### src/rtl/instr_fetch_unit_if.sv
// Bus bundle between the fetch sequencer and its surroundings (control unit,
// PC register, memory port, PC source path).
//
// Handshake: fetch_start is a request that is taken only while busy=0; the
// unit acknowledges an accepted, aligned request by raising mem_read on the
// following cycle. A request seen while busy=1 is dropped, never queued.
// ir_valid, pc_write_req and align_fault are single-cycle pulses with no
// back-pressure; the receiver must sample them in the cycle they are high.
interface instr_fetch_unit_if;
  logic        fetch_start;
  logic [31:0] pc_in;
  logic [31:0] mem_rdata;
  logic [31:0] mem_addr;
  logic        mem_read;
  logic [31:0] ir_out;
  logic        ir_valid;
  logic [31:0] pc_next;
  logic        pc_write_req;
  logic        busy;
  logic        align_fault;
  logic [1:0]  state_dbg;

  modport master (
    input  fetch_start, pc_in, mem_rdata,
    output mem_addr, mem_read, ir_out, ir_valid, pc_next, pc_write_req,
           busy, align_fault, state_dbg
  );

  modport slave (
    output fetch_start, pc_in, mem_rdata,
    input  mem_addr, mem_read, ir_out, ir_valid, pc_next, pc_write_req,
           busy, align_fault, state_dbg
  );
endinterface

### src/rtl/instr_fetch_unit.sv
// Fetch sequencer for the multi-cycle MIPS datapath. Latches the PC on an
// accepted request, holds the memory read for MEM_LATENCY cycles, captures
// the instruction word, then pulses a PC-write request carrying PC+PC_INC.
module instr_fetch_unit #(
  parameter int          MEM_LATENCY = 3,
  parameter logic [31:0] PC_INC      = 32'd4
) (
  input  logic           clk,
  input  logic           reset,
  instr_fetch_unit_if.master bus
);

  typedef enum logic [1:0] {
    IDLE    = 2'd0,
    READ    = 2'd1,
    CAPTURE = 2'd2
  } state_t;

  // Counter starts at MEM_LATENCY-1 so that READ lasts exactly MEM_LATENCY
  // cycles; the last READ cycle is the one where the counter reads 0.
  localparam logic [3:0] CNT_INIT = 4'(MEM_LATENCY - 1);

  state_t      state_q, state_d;
  logic [3:0]  cnt_q;
  logic [31:0] addr_q;
  logic [31:0] pc_next_q;
  logic [31:0] ir_q;
  logic        align_fault_q;
  logic        req_idle;
  logic        aligned;
  logic        accept;
  logic        last_read;

  assign req_idle  = (state_q == IDLE) && bus.fetch_start;
  assign aligned   = (bus.pc_in[1:0] == 2'b00);
  assign accept    = req_idle && aligned;
  assign last_read = (state_q == READ) && (cnt_q == 4'd0);

  // State register; reset wins over everything, aborting any fetch in flight.
  always_ff @(posedge clk) begin
    if (reset) state_q <= IDLE;
    else       state_q <= state_d;
  end

  // Next-state logic.
  always_comb begin
    state_d = state_q;
    case (state_q)
      IDLE:    if (accept)    state_d = READ;
      READ:    if (last_read) state_d = CAPTURE;
      CAPTURE:                state_d = IDLE;
      default:                state_d = IDLE;
    endcase
  end

  // Datapath: latched address/PC+4, wait counter, instruction register and
  // the registered misalignment pulse.
  always_ff @(posedge clk) begin
    if (reset) begin
      addr_q        <= 32'd0;
      pc_next_q     <= 32'd0;
      ir_q          <= 32'd0;
      cnt_q         <= 4'd0;
      align_fault_q <= 1'b0;
    end else begin
      align_fault_q <= req_idle && !aligned;
      if (accept) begin
        addr_q    <= bus.pc_in;
        pc_next_q <= bus.pc_in + PC_INC;
        cnt_q     <= CNT_INIT;
      end else if ((state_q == READ) && (cnt_q != 4'd0)) begin
        cnt_q <= cnt_q - 4'd1;
      end
      if (last_read) ir_q <= bus.mem_rdata;
    end
  end

  assign bus.mem_addr     = addr_q;
  assign bus.pc_next      = pc_next_q;
  assign bus.ir_out       = ir_q;
  assign bus.align_fault  = align_fault_q;
  assign bus.mem_read     = (state_q == READ);
  assign bus.ir_valid     = (state_q == CAPTURE);
  assign bus.pc_write_req = (state_q == CAPTURE);
  assign bus.busy         = (state_q != IDLE);
  assign bus.state_dbg    = state_q;

endmodule
### src/flat_wrapper.sv
// flat-port wrapper written by rule: the top's interface ports become plain ports
module instr_fetch_unit_flat 
#(
  parameter int          MEM_LATENCY = 3,
  parameter logic [31:0] PC_INC      = 32'd4
)
  (clk, reset, bus_fetch_start, bus_pc_in, bus_mem_rdata, bus_mem_addr, bus_mem_read, bus_ir_out, bus_ir_valid, bus_pc_next, bus_pc_write_req, bus_busy, bus_align_fault, bus_state_dbg);
  instr_fetch_unit_if bus_i ();
  input  logic clk;
  input  logic reset;
  input wire logic [$bits(bus_i.fetch_start)-1:0] bus_fetch_start;
  input wire logic [$bits(bus_i.pc_in)-1:0] bus_pc_in;
  input wire logic [$bits(bus_i.mem_rdata)-1:0] bus_mem_rdata;
  output wire logic [$bits(bus_i.mem_addr)-1:0] bus_mem_addr;
  output wire logic [$bits(bus_i.mem_read)-1:0] bus_mem_read;
  output wire logic [$bits(bus_i.ir_out)-1:0] bus_ir_out;
  output wire logic [$bits(bus_i.ir_valid)-1:0] bus_ir_valid;
  output wire logic [$bits(bus_i.pc_next)-1:0] bus_pc_next;
  output wire logic [$bits(bus_i.pc_write_req)-1:0] bus_pc_write_req;
  output wire logic [$bits(bus_i.busy)-1:0] bus_busy;
  output wire logic [$bits(bus_i.align_fault)-1:0] bus_align_fault;
  output wire logic [$bits(bus_i.state_dbg)-1:0] bus_state_dbg;
  assign bus_i.fetch_start = bus_fetch_start;
  assign bus_i.pc_in = bus_pc_in;
  assign bus_i.mem_rdata = bus_mem_rdata;
  assign bus_mem_addr = bus_i.mem_addr;
  assign bus_mem_read = bus_i.mem_read;
  assign bus_ir_out = bus_i.ir_out;
  assign bus_ir_valid = bus_i.ir_valid;
  assign bus_pc_next = bus_i.pc_next;
  assign bus_pc_write_req = bus_i.pc_write_req;
  assign bus_busy = bus_i.busy;
  assign bus_align_fault = bus_i.align_fault;
  assign bus_state_dbg = bus_i.state_dbg;
  instr_fetch_unit #(.MEM_LATENCY(MEM_LATENCY), .PC_INC(PC_INC)) u_core (.clk(clk), .reset(reset), .bus(bus_i));
endmodule
### config.mk
export PLATFORM = sky130hd
export DESIGN_NAME = instr_fetch_unit_flat
export DESIGN_NICKNAME = d
export VERILOG_FILES = /design/src/rtl/instr_fetch_unit_if.sv /design/src/rtl/instr_fetch_unit.sv /design/src/flat_wrapper.sv
export SDC_FILE = /design/constraint.sdc
export NUM_CORES = 1
export LEC_CHECK = 0
export ABC_AREA = 1
export CAP_MARGIN = 5
export CORE_MARGIN = 2
export CORE_UTILIZATION = 30
export DETAILED_ROUTE_END_ITERATION = 7
export PLACE_DENSITY_LB_ADDON = 0.12
export SETUP_SLACK_MARGIN = 0.3
export SYNTH_ARGS = -nofsm -noshare
export SYNTH_HDL_FRONTEND = slang
export SYNTH_SLANG_ARGS = --single-unit
### constraint.sdc
create_clock -name clk -period 1.7 [get_ports clk]
set_clock_uncertainty 0.2 [all_clocks]
set_input_delay 0.34 -clock clk [delete_from_list [all_inputs] [get_ports clk]]
set_output_delay 0.34 -clock clk [all_outputs]
set_load 0.01 [all_outputs]
==> results of run 1 <==
## metrics by stage
step / util, % / setup TNS, ns / worst slack [ns] / total power, mW / hold WS, ns
after floorplan: - / 0 / 0.2599 / 2.897 / 0.2347
after global placement: 47.05 / -25.88 / -0.5510 / 3.438 / 0.2299
after detailed placement: 47.05 / -28.75 / -0.5951 / 3.444 / 0.2374
after CTS: 49.02 / 0 / 0.04640 / 5.437 / 0.2369
after global routing: 54.73 / -0.1379 / -0.02947 / 5.785 / 0.07664
final: 54.73 / 0 / 0.02143 / 5.533 / 0.09478
## registers in the layout, summed over array words and instances (netlist names)
register                count
u_core.bus.mem_addr        30
u_core.cnt_q                4
u_core.bus.ir_out          32
u_core.bus.pc_next         32
u_core.bus.align_fault      1
u_core.bus.state_dbg        2
## worst max-delay path: stages, from the launching register on
cell and delay (ns):
dfxtp_4 0.36, nor2_4 0.11, buf_6 0.11, nand3_4 0.14
buf_12 0.20, nor2_4 0.17, nand3_1 0.11, nand3_1 0.11
nand2_1 0.06, inv_1 0.05
## cell type report
class | count | area [sq um]
Timing Repair Buffer | 263 | 2406
Clock buffer | 11 | 232.7
Sequential cell | 101 | 2142
Fill cell | 1388 | 6604
Multi-Input combinational cell | 475 | 2731
Tap cell | 184 | 230.2
Clock inverter | 5 | 43.79
Inverter | 51 | 198.9
## report_power, final
part	switching, mW	internal (mW)
Combinational	0.501	0.532
Clock	0.951	1.01
Sequential	0.0708	2.46
## final timing paths
kind                                              from                                    to  slack (ns)
setup reg to reg  u_core.bus.state_dbg[0]$_SDFFE_PP0P_   u_core.bus.pc_next[24]$_SDFFE_PP0P_        0.02
hold reg to reg   u_core.bus.mem_addr[12]$_SDFFE_PP0P_  u_core.bus.mem_addr[12]$_SDFFE_PP0P_        0.24
setup / recovery  u_core.bus.state_dbg[0]$_SDFFE_PP0P_   u_core.bus.pc_next[24]$_SDFFE_PP0P_        0.02
hold / removal                            bus_pc_in[3]   u_core.bus.mem_addr[3]$_SDFFE_PP0P_        0.09
## cell usage in the layout (no fill, tap or decap), types with 3 or more instances in the layout
master / count
o21a_1: 6
nor2_4: 52
inv_1: 46
buf_12: 7
xor2_1: 3
nor2_2: 27
a21oi_1: 18
o21ai_2: 8
dlygate4sd2_1: 17
xnor2_1: 3
a21oi_2: 10
nand2_2: 21
dfxtp_2: 72
dfxtp_1: 21
clkdlybuf4s50_1: 44
dlymetal6s2s_1: 3
inv_4: 3
nor2_1: 96
nand2_1: 132
clkbuf_16: 12
clkinv_4: 3
nand3_2: 3
o21ai_1: 35
dfxtp_4: 8
nand3_1: 22
o21ai_0: 18
buf_4: 78
buf_2: 59
buf_6: 42
nand3_4: 3
nand2_4: 9
buf_16: 6
## repair_timing
| action | CTS | global route |
|---|---|---|
| hold buffers | 0 | 0 |
| pin swaps | 14 | 47 |
| resized for setup | 572 | 222 |
| setup buffers | 6 | 8 |
| endpoints found under the setup margin | 202 | 130 |
| gates cloned | 6 | 3 |
## cells by family after synthesis
family,after synthesis,synth area share (%)
compound gates,96,11.14
flops,101,45.11
xor+xnor,6,1.173
buf+inv,82,8.570
fa+ha+maj,2,0.5583
simple gates,371,33.45
## layer usage
layer,routed length [um],vias up,global-route usage (%)
met2,8111,171,34.35
met1,7122,2364,23.79
met4,230,0,4.331
met5,0,-,0
met3,963,20,5.098
li1,-,2549,-
==> out/qor.txt, run 1 <==
outcome: finished clean
Reg2Reg Depth: 9
PwrDens: 693.0 nW/um^2
final critical-path share of the clock period: 98.74%
H-tree levels: 3
Die Height: 126.2 um
Initial DRT Pass Iterations: 4
GRT Util Overall: 19.47%
minimum clock period: 1.679 ns
worst-skew pair later-pin latency: 0.35 ns
Vias/cell: 4.683
routed len/inst: 15.07 um
hpwl dp: 11060 um
Peak VDD IR: 0.0004580 V
Finished Layout Cells: 1090
Synth top area share: 45.11%
Max Cap Viol: 0
CP Capture Type: flip-flop
GPL Wtd Cong: 0.8645
Placed Area: 6864 sq um
Static Leakage: 3.767 nW
crit start category: flip-flop
Clock Tree Buf Depth: 2
CTS tree: yes
Top FF cell, synth: dfxtp_1
Num CTS Buffers: 9
clock root cell: clkbuf_16
Worst-path clk slew: 0.07 ns
Synth cell types: 30
die area: 15930 sq um
Cells after Synth: 658
Post-Layout Inst Area: 7985 sq um
ys async rst share: 0%
most frequent cell after synthesis: nor2_1
antenna violations before repair: 0
Vias: 5104
I/O pins: 170
synth cell count leaders: nor2_1, nand2_1, dfxtp_1
FMAX: 595.7 MHz
DRC viols: 0
syn_area_per_cell: 6.811 sq um
WHS Path Cells: 3
vias in the first global route: 4797
nets: 970
Initial DRC Count: 255
# port buffers: 169
HP Class: primary input to flip-flop
flop and latch count out of synthesis: 101
Post-synth EDFFs: 0
RSZ-0062 raised after global routing: true
Synth area leaders: dfxtp_1, nor2_1, nand2_1
ANT cells: 0
Antenna Violating Nets Remaining: 0
synth warn: 0
Post-Syn Nets: 727
first-pass GRT wire length: 24670 um
Num Clock Sinks: 101
placed cells: 1051
Initial Util: 30.72%
layout cells sized above 1: 47.68%
Synth Cell Area: 4482 sq um
final hold viol count: 0
core area: 14590 sq um
worst slew pin tran: 0.3613 ns
Placement Rows: 44
register area share after synthesis: 45.11%
largest net degree at the start of global routing: 33
Routed WL: 16430 um
Final setup viols: 0
CP arrival: 1.77 ns
final max-slew violation count: 0
Die W: 126.2 um
Crit Path Max Fanout: 17
Congestion Overflow GR: 0
CP required: 1.80 ns
Worst slew margin: 75.91%
WS Path Type: flip-flop to flip-flop
Layout area overhead: 78.17%
area leader, netlist: dfxtp_1
No activity file was read; power rests on OpenSTA's default activity.
==> run 2, diff against run 1 <==
--- a/config.mk
+++ b/config.mk
@@ -15,3 +15,4 @@
 export SYNTH_ARGS = -nofsm -noshare
 export SYNTH_HDL_FRONTEND = slang
 export SYNTH_SLANG_ARGS = --single-unit
+export TNS_END_PERCENT = 10
==> run 2 against run 1 <==
  * Non-clock buffer count is 1 lower
  * Largest power group unchanged
  * Setup slack improved by 0.0064 ns
  * Flip-flop and latch count unchanged
  * Power is 3.1% higher
  * Sequential power about the same
  * Global-route usage fell by 0.91 points
  * Critical endpoint is now u_core.bus.pc_next[8]$_SDFFE_PP0P_
  * Sequential share of layout area is 1.1 points lower
  * Clock-buffer cell count down 1
  * Combinational power is essentially flat
==> out/qor.txt, run 2 (synthesis results as in run 1) <==
DRC viols: 0
CP Capture Type: flip-flop
Die W: 126.2 um
Finished Layout Cells: 1090
nets: 970
Crit Path Max Fanout: 7
Post-Layout Inst Area: 8180 sq um
Worst slew margin: 69.15%
Sw Pwr: 1.550 mW
largest net degree at the start of global routing: 71
Num Clock Sinks: 101
Initial Util: 30.72%
Placement Rows: 44
placed cells: 1051
final hold viol count: 0
Layout area overhead: 82.52%
Congestion Overflow GR: 0
met1 Use GR: 24.00%
ANT cells: 0
core area: 14590 sq um
layout cells sized above 1: 49.01%
critical path's top delay family: buffers and inverters
first-pass GRT wire length: 23510 um
crit start category: flip-flop
outcome: finished clean
Combinational Power Share: 18.6%
Peak VDD IR: 0.0004346 V
met2 Use GR: 31.21%
Worst-path clk slew: 0.07 ns
final critical-path share of the clock period: 98.36%
total power: 5.707 mW
Vias: 5077
minimum clock period: 1.672 ns
Initial DRC Count: 196
Vias/cell: 4.658
hold bufs inserted after CTS: 0
Bufs and invs on worst path: 5
FMAX: 598.0 MHz
I/O pins: 170
routed len/inst: 15.37 um
GR peak layer: met2
CP arrival: 1.72 ns
Die Height: 126.2 um
M3 GR Usage: 3.696%
WS Path Type: flip-flop to flip-flop
CP max stage delay: 0.38 ns
fin worst setup slack: 0.02781 ns
most frequent cells in the layout: nand2_1, nor2_1, buf_4
Sw Ratio: 27.16%
Placed Area: 6887 sq um
Clock Power Share: 37.0%
Clock Tree Buf Depth: 2
setup_tns: 0 ns
multi-input logic area: 2913 sq um
Routed WL: 16750 um
Final Util: 56.07%
HP Class: primary input to flip-flop
pre-CTS WS: -0.5371 ns
PwrDens: 697.6 nW/um^2
RSZ-0062 raised after global routing: true
antenna violations before repair: 0
clock root cell: clkbuf_16
vias in the first global route: 4600
slowest CP cell: dfxtp_4
die area: 15930 sq um
crit path cell chain: nor2_4 -> nand3_4 -> buf_12 -> clkinv_8 -> buf_12 -> buf_8 -> o21a_1 -> o21ai_1 -> inv_1
Int Pwr: 4.157 mW
GPL Wtd Cong: 0.8829
GRT Util Overall: 18.56%
Num CTS Buffers: 9
Max Cap Viol: 0
worst-skew pair later-pin latency: 0.35 ns
Seq pwr share: 44.4%
CTS tree: yes
commonest non-fill, non-tap cell in the layout: nand2_1
CP required: 1.75 ns
H-tree levels: 3
worst slew pin tran: 0.4621 ns
Initial DRT Pass Iterations: 4
# port buffers: 169
Antenna Violating Nets Remaining: 0
final max-slew violation count: 0
FF+latch area: 2103 sq um
hpwl dp: 10890 um
CP most frequent cell: buf_12
Final setup viols: 0
Static Leakage: 3.807 nW
fillers: 1363
WHS: 0.08818 ns
-- run 2: routing by layer --
layer  vias to the layer above  share of wire [%]
met5                         -                  0
li1                       2557                  -
met4                         0                1.9
met2                       127                 48
met3                        23                4.4
met1                      2370                 46
-- run 2: final cells by class --
type | instances | area share [%]
multi-input combinational | 476 | 35.61
timing repair buffer | 262 | 29.61
sequential | 101 | 25.71
tap | 184 | 2.814
clock buffer | 10 | 2.799
inverter | 51 | 2.585
clock inverter | 6 | 0.8718
-- run 2: worst reg2reg max path, cell delays in order, from the launching register on --
cell	delay [ns]
dfxtp_4	0.38
nor2_4	0.05
nand3_4	0.11
buf_12	0.17
clkinv_8	0.09
buf_12	0.14
buf_8	0.14
o21a_1	0.18
o21ai_1	0.06
inv_1	0.05
-- run 2: timing repair --
action                                  in CTS  in global routing
cloned                                       1                  9
resized for setup                          204                539
pin swaps                                   13                 95
endpoints found under the setup margin     199                198
buffers inserted                             3                 10
-- run 2: power groups by stage --
stage	combinational, mW	sequential [mW]	clock [mW]
global route	1.14	2.55	2.27
finish	1.06	2.53	2.11
CTS	0.853	2.51	2.17
floorplan	0.298	2.60	0
detailed placement	0.890	2.56	0
global placement	0.886	2.56	0
-- run 2: worst paths after layout --
check                                                     startpoint                                  to  slack [ns]  depth (start not counted)
worst max-delay path            u_core.bus.state_dbg[1]$_SDFFE_PP0P_  u_core.bus.pc_next[8]$_SDFFE_PP0P_        0.03                          9
worst min-delay path                                 bus_fetch_start   u_core.bus.align_fault$_SDFF_PP0_        0.09                          3
worst max register to register  u_core.bus.state_dbg[1]$_SDFFE_PP0P_  u_core.bus.pc_next[8]$_SDFFE_PP0P_        0.03                          9
worst min register to register    u_core.bus.pc_next[0]$_SDFFE_PP0P_  u_core.bus.pc_next[0]$_SDFFE_PP0P_        0.24                          2
==> run 3, diff against run 2 <==
--- a/config.mk
+++ b/config.mk
@@ -7,6 +7,7 @@
 export LEC_CHECK = 0
 export ABC_AREA = 1
 export CAP_MARGIN = 5
+export CORE_ASPECT_RATIO = 1.4
 export CORE_MARGIN = 2
 export CORE_UTILIZATION = 30
 export DETAILED_ROUTE_END_ITERATION = 7
==> run 3 against run 2 <==
  * First-iteration DRC count grew 3.6%
  * Die area about the same
  * Flip-flop and latch count unchanged
  * Hold slack improved by 0.15 ns
  * Wire length decreased by 2.9%
  * Register-to-register slack better by 0.08 ns
  * Core utilization fell by 3.4 points
  * Cell area fell by 6.6%
  * Via count fell by 0.91%
  * Power decreased by 1.9%
  * Critical path depth shrank 6
==> out/qor.txt, run 3 (synthesis results as in run 1) <==
outcome: finished clean
Post-Layout Inst Area: 7642 sq um
WHS Path Cells: 3
RSZ-0062 raised after global routing: true
Max Cap Viol: 0
CP arrival: 1.05 ns
hpwl dp: 11310 um
DRC viols: 0
Die W: 107.3 um
Clock Tree Buf Depth: 2
Met3 Routed Length: 765 um
core area: 14510 sq um
Worst-path clk slew: 0.07 ns
I/O pins: 170
top sig layer: met5
# port buffers: 169
crit path cell chain: nor2_4 -> inv_1 -> buf_2
M1 wire length: 6601 um
clock root cell: clkbuf_16
crit start category: flip-flop
worst slew pin tran: 0.2666 ns
WS Path Type: flip-flop to primary output
Sw Ratio: 26.91%
FMAX: 627.7 MHz
Crit Path Max Fanout: 4
GPL Wtd Cong: 0.8721
first-pass GRT wire length: 24210 um
PwrDens: 732.5 nW/um^2
commonest non-fill, non-tap cell in the layout: nand2_1
Antenna Violating Nets Remaining: 0
Worst slew margin: 82.23%
Peak VDD IR: 0.0005994 V
final critical-path share of the clock period: 93.72%
worst-skew pair later-pin latency: 0.35 ns
HP Class: primary input to flip-flop
Initial DRT Pass Iterations: 4
Initial Util: 30.89%
Final Util: 52.67%
Reg2Reg Depth: 9
Static Leakage: 3.801 nW
largest net degree at the start of global routing: 33
CP max stage delay: 0.37 ns
nets: 965
Clock Power Share: 38.4%
Int Pwr: 4.092 mW
layout cells sized above 1: 25.53%
CTS tree: yes
Combinational Power Share: 16.7%
slowest CP cell: dfxtp_4
die area: 15950 sq um
Placement Rows: 52
final hold viol count: 0
WHS: 0.2338 ns
final max-slew violation count: 0
Seq pwr share: 44.9%
Placed Area: 6853 sq um
most frequent cells in the layout: nand2_1, nor2_1, dlygate4sd2_1
met2 wire length: 8446 um
CP Capture Type: primary output
Num Clock Sinks: 101
Sw Pwr: 1.506 mW
Final setup viols: 0
Layout area overhead: 70.52%
Congestion Overflow GR: 0
Vias/cell: 4.616
Num CTS Buffers: 9
Routed WL: 16260 um
minimum clock period: 1.593 ns
GRT Util Overall: 19.23%
Vias: 5031
hold bufs inserted after CTS: 0
CP required: 1.16 ns
Initial DRC Count: 203
H-tree levels: 3
routed len/inst: 14.92 um
antenna violations before repair: 1
vias in the first global route: 4856
Die Height: 148.6 um
ANT cells: 0
run 3: changes by cell type in the layout (fill, tap and decap cells not counted), sizes merged:
| cell | before | now |
|---|---|---|
| buf | 135 | 101 |
| inv | 52 | 54 |
| dlygate4sd2 | 13 | 112 |
| clkbuf | 71 | 13 |
| dlymetal6s2s | 15 | 2 |
| clkinvlp | 1 | 0 |
run 3: worst paths after layout:
kind	slack, ns	to	startpoint
worst max-delay path	0.11	bus_busy	u_core.bus.state_dbg[0]$_SDFFE_PP0P_
worst min-delay path	0.23	u_core.bus.align_fault$_SDFF_PP0_	bus_fetch_start
worst max register to register	0.11	u_core.bus.pc_next[30]$_SDFFE_PP0P_	u_core.bus.state_dbg[0]$_SDFFE_PP0P_
worst min register to register	0.24	u_core.bus.pc_next[1]$_SDFFE_PP0P_	u_core.bus.pc_next[1]$_SDFFE_PP0P_
run 3: final cells by class:
cell class | instances | area, sq um
clock buffers | 9 | 225.2
clock inverters | 7 | 81.33
fillers | 1434 | 6867
inverters | 51 | 198.9
multi-input cells | 476 | 2466
flip-flops and latches | 101 | 2039
well taps | 189 | 236.5
repair buffers | 257 | 2395
run 3: power by group through the flow:
stage / registers (mW) / logic, mW / clock network (mW)
after floorplan: 2.60 / 0.298 / 0
after global placement: 2.56 / 0.872 / 0
after detailed placement: 2.57 / 0.878 / 0
after CTS: 2.51 / 0.855 / 2.22
after global routing: 2.52 / 1.02 / 2.32
final: 2.51 / 0.935 / 2.15
run 3: what timing repair did:
item                       in CTS  in global routing
buffers inserted                4                  6
cloned                          3                  7
pin swaps                      19                 24
setup endpoints to repair     203                199
resized for setup             238                 86
run 3: critical path, delay by kind of cell, from the launching register on:
family | cells | cell delay (ns)
flip-flops | 1 | 0.37
AND/OR/NAND/NOR | 1 | 0.15
buffers and inverters | 2 | 0.20
run 3: stage by stage:
stage | power [mW] | instances | setup TNS [ns] | setup WS, ns
CTS | 5.582 | 1077 | 0 | 0.08529
global placement | 3.435 | 1054 | -20.71 | -0.4848
floorplan | 2.898 | 658 | 0 | 0.2598
finish | 5.598 | 1090 | 0 | 0.1068
global route | 5.862 | 1090 | 0 | 0.03112
detailed placement | 3.445 | 1054 | -22.03 | -0.5068
run 3: per-layer routing:
| layer | GRT usage [%] | vias to the layer above |
|---|---|---|
| li1 | - | 2533 |
| met4 | 7.338 | 2 |
| met5 | 0 | - |
| met3 | 3.725 | 36 |
| met2 | 34.30 | 159 |
| met1 | 22.47 | 2301 |
